[src/rtl/serial_addsub_seq.sv]
// serial_addsub_seq: byte-serial W-bit add/subtract through one 8-bit slice, valid/ready on both sides.
// Define SERIAL_ADDSUB_SAT_EN to saturate the unsigned result when entering DONE.
module serial_addsub_seq #(
    parameter int BYTES = 4
) (
    input  logic                 clk,
    input  logic                 rst_n,
    input  logic                 in_valid,
    output logic                 in_ready,
    input  logic                 op_sub,
    input  logic [8*BYTES-1:0]   op_a,
    input  logic [8*BYTES-1:0]   op_b,
    output logic                 out_valid,
    input  logic                 out_ready,
    output logic [8*BYTES-1:0]   out_sum,
    output logic                 out_carry,
    output logic                 out_ovf
);
    localparam int W = 8 * BYTES;
    localparam int CW = BYTES > 1 ? $clog2(BYTES) : 1;
    localparam logic [CW-1:0] LAST = CW'(BYTES - 1);

    typedef enum logic [1:0] {IDLE, RUN, DONE} state_t;

    state_t          state_q, state_d;
    logic [CW-1:0]   cnt_q, cnt_d;
    logic [W-1:0]    a_q, a_d, b_q, b_d, sum_q, sum_d;
    logic            sub_q, sub_d, carry_q, carry_d, cy_q, cy_d, ovf_q, ovf_d;
    logic [7:0]      a_k, b_k, s_k;
    logic            c_out;

    always_comb begin
        a_k = '0;
        b_k = '0;
        for (int i = 0; i < BYTES; i++)
            if (cnt_q == CW'(i)) begin
                a_k = a_q[8*i +: 8];
                b_k = b_q[8*i +: 8] ^ {8{sub_q}};
            end
        {c_out, s_k} = {1'b0, a_k} + {1'b0, b_k} + {8'd0, carry_q};
        state_d = state_q;
        cnt_d   = cnt_q;
        a_d     = a_q;
        b_d     = b_q;
        sub_d   = sub_q;
        carry_d = carry_q;
        sum_d   = sum_q;
        cy_d    = cy_q;
        ovf_d   = ovf_q;
        if (state_q == IDLE && in_valid) begin
            a_d     = op_a;
            b_d     = op_b;
            sub_d   = op_sub;
            carry_d = op_sub;
            cnt_d   = '0;
            state_d = RUN;
        end else if (state_q == RUN) begin
            carry_d = c_out;
            cnt_d   = cnt_q == LAST ? '0 : cnt_q + CW'(1);
            for (int i = 0; i < BYTES; i++)
                if (cnt_q == CW'(i)) sum_d[8*i +: 8] = s_k;
            if (cnt_q == LAST) begin
                state_d = DONE;
                cy_d    = c_out ^ sub_q;
                // carry into the MSB is recovered from the top bit's sum and inputs
                ovf_d   = c_out ^ a_k[7] ^ b_k[7] ^ s_k[7];
`ifdef SERIAL_ADDSUB_SAT_EN
                if (cy_d) sum_d = sub_q ? '0 : '1;
`endif
            end
        end else if (state_q == DONE && out_ready) begin
            state_d = IDLE;
        end
    end

    always_ff @(posedge clk or negedge rst_n) begin
        if (!rst_n) begin
            state_q <= IDLE;
            cnt_q   <= '0;
            a_q     <= '0;
            b_q     <= '0;
            sub_q   <= 1'b0;
            carry_q <= 1'b0;
            sum_q   <= '0;
            cy_q    <= 1'b0;
            ovf_q   <= 1'b0;
        end else begin
            state_q <= state_d;
            cnt_q   <= cnt_d;
            a_q     <= a_d;
            b_q     <= b_d;
            sub_q   <= sub_d;
            carry_q <= carry_d;
            sum_q   <= sum_d;
            cy_q    <= cy_d;
            ovf_q   <= ovf_d;
        end
    end

    assign in_ready  = state_q == IDLE;
    assign out_valid = state_q == DONE;
    assign out_sum   = sum_q;
    assign out_carry = cy_q;
    assign out_ovf   = ovf_q;
endmodule

[config.mk]
export PLATFORM = sky130hd
export DESIGN_NAME = serial_addsub_seq
export DESIGN_NICKNAME = d
export VERILOG_FILES = /design/src/rtl/serial_addsub_seq.sv
export SDC_FILE = /design/constraint.sdc
export NUM_CORES = 1
export LEC_CHECK = 0
export ABC_AREA = 1
export CORE_ASPECT_RATIO = 0.75
export CORE_MARGIN = 2
export CORE_UTILIZATION = 52
export CTS_CLUSTER_SIZE = 10
export DETAILED_ROUTE_END_ITERATION = 10
export PLACE_DENSITY = 0.86
export SYNTH_ARGS = -nofsm -noshare
export SYNTH_HDL_FRONTEND = slang
export SYNTH_SLANG_ARGS = --single-unit
[constraint.sdc]
create_clock -name clk -period 4.2 [get_ports clk]
set_clock_uncertainty 0.15 [all_clocks]
set_input_delay 0.42 -clock clk [delete_from_list [all_inputs] [get_ports clk]]
set_output_delay 0.42 -clock clk [all_outputs]
set_load 0.005 [all_outputs]
==> qor.txt <==
crit path time final: 3.745 ns
cts repair resizes: 0
fillcell total: 757
RR Endpoint: out_sum[22]
number of vias per cell: 5.277
placed instance area: 6256 um2
Std-Cell Core Area: 9658 um2
FF/Latch Area: 2603 um2
first-pass GRT wire length: 21.13 mm
Peak VDD IR: 200.8 uV
largest area contributor in the netlist: dfrtp_1
Final HPWL DP: 9.046 mm
most common cell in the netlist: nand2_1
period utilization: 89.16%
Area Overhead vs Synth: 26.32%
vias in the first global route: 4333
row count: 31
Root Driver: clkbuf_16
most used flip-flop cell after synthesis: dfrtp_1
Tot GR Track Use: 24.60%
placed cell count: 841
share of layout cells above drive strength 1: 6.345%
PortBufs: 104
Hold-fix buffers, CTS: 0
number of setup buffers added after CTS: 0
Worst setup SP type: flip-flop
Synth async-reset ratio: 100.0%
CP Class: flip-flop to flip-flop
final setup violation count: 0
synth top area cells: dfrtp_1 50%, nand2_1 20%, o21ai_0 4.4%
TritonCTS Sinks: 104
die span in y: 90.41 um
Clock Pin Slew Worst Setup and Hold Paths: 0.07 ns
die area: 10780 um2
H-tree depth: 3
RePlAce Congestion: 0.8204
final setup TNS: 0 ns
worst r2r src: cnt_q[1]
Tightest Hold Check Type: input port to async pin
Max Cap Viol: 0
Routed Wire Length: 12.74 mm
top-area cell type share of the netlist area: 50.28%
Synthesis Warnings: 0
worst skew pair latency: 0.35 ns
setup ws final: 0.4554 ns
CTS Buf Count: 9
Final Hold Fails: 0
status: finished, final reports clean
Antenna diodes: 0
Clock Path Buffers: 2
Syn Area/Cell: 8.203 um2
r2r setup slk: 0.46 ns
Worst EP arrival: 3.80 ns
crit end category: flip-flop
Reg2Reg Depth: 18
RSZ-0062 raised after global routing: no
design area: 6539 um2
area of the multi-input gates: 2273 um2
fin cells: 857
initial antenna violation count: 0
remaining global-route overflow: 0
pre-CTS WS: 0.5599 ns
Synthesized Nets: 713
DRT Pass-1 Iters: 5
Antenna Violating Nets Remaining: 0
sequential area share after synthesis: 50.28%
Max FO, Critical Path: 11
post-synthesis register bit count: 104
# DRC: 0
Pins Over Slew Limit: 0
Cells after Synth: 631
EDFF count, synth: 0
count of cell types in the netlist: 35
Worst slew margin: 34.33%
Post-synth top cells: 270 x nand2_1, 104 x dfrtp_1, 46 x o21ai_0
CTS tree: done
Initial Util: 53.60%
cell area after synthesis: 5176 um2
num ports: 105
WL/cell: 14.86 um
Power Dens Cells: 286.6 nW/um2
via count: 4522
worst slew pin tran: 0.9836 ns
cell leakage power: 0.003259 uW
Layout Nets: 802
Req. time, crit path: 4.26 ns
largest net degree at the start of global routing: 73
DRT iter0 DRCs: 288
Die W: 119.2 um
fmax: 0.2671 GHz
cell usage in the layout, fill, tap and decap left out, types with 11 or more instances in the layout:
cell type,count
dfrtp_1,104
nand3_1,17
ha_1,11
clkdlybuf4s50_1,103
o211ai_1,11
a21oi_1,20
nor2_1,13
nand2_1,270
o21ai_0,46
xor2_1,12
inv_1,31
cells by family after synthesis:
family                   Yosys count  synth area share (%)
AND/OR/NAND/NOR                  315                 24.68
AO/OA/AOI/OAI                    107                 12.09
flip-flops                       104                 50.28
buffers and inverters             70                 5.801
XOR/XNOR                          22                 3.722
adder cells (fa/ha/maj)           13                 3.432
final cells by class:
type                    count  area share, %
clock buffers              10          3.502
clock inverters             6         0.8228
inverters                  41          2.354
multi-input cells         457          34.77
flip-flops and latches    104          39.80
well taps                 132          2.526
repair buffers            107          16.23
flip-flops by register name, summed over array words and instances (netlist names):
register and flops:
a_q 32, sub_q 1, carry_q 1, state_q 2
cnt_q 2, out_carry 1, b_q 32, out_sum 32
out_ovf 1
layer usage:
| layer | vias to the layer above | wire [um] | track usage, % |
|---|---|---|---|
| met3 | 31 | 962 | 5.556 |
| li1 | 2206 | - | - |
| met2 | 189 | 5670 | 37.64 |
| met1 | 2096 | 5753 | 34.54 |
| met4 | 0 | 351 | 8.929 |
| met5 | - | 0 | 0 |
critical path: stages (launching register included):
cell,delay [ns]
dfrtp_1,0.40
inv_1,0.11
ha_1,0.55
nor2_8,0.13
inv_2,0.14
a21oi_1,0.05
o21ai_0,0.12
o211ai_1,0.12
o211ai_1,0.12
o21ai_0,0.15
fa_1,0.41
inv_1,0.08
fa_1,0.19
inv_1,0.07
nand3_1,0.07
nand2_1,0.12
a31o_2,0.23
xor2_1,0.26
o21ai_0,0.13
power by group:
part / total, uW / switching [uW] / internal (uW) / leakage (uW)
sequential: 1000 / 0 / 1000 / 0.00140
clock: 791 / 380 / 411 / 0.000135
combinational: 82.5 / 27.7 / 54.9 / 0.00172
metrics by stage:
step                      utilization (%)  power [uW]  hold WS, ns
final                               67.70        1874      0.04042
after global routing                67.70        1932       0.1275
after floorplan                         -        1021     -0.02559
after detailed placement            64.78        1104       0.3146
after global placement              64.78        1103       0.3109
after CTS                           67.70        1890      0.07586
how the worst max path moves through the flow:
stage	from	endpoint	slack [ns]	cells past startpoint
finish	cnt_q[1]	out_sum[22]	0.46	18
global placement	cnt_q[0]	out_sum[14]	0.67	14
floorplan	cnt_q[1]	out_sum[14]	1.15	19
detailed placement	cnt_q[1]	out_sum[12]	0.56	17
global route	cnt_q[1]	out_ovf	0.13	23
CTS	cnt_q[1]	out_sum[22]	0.50	18
Note: power is estimated with default switching activity, not from simulation.
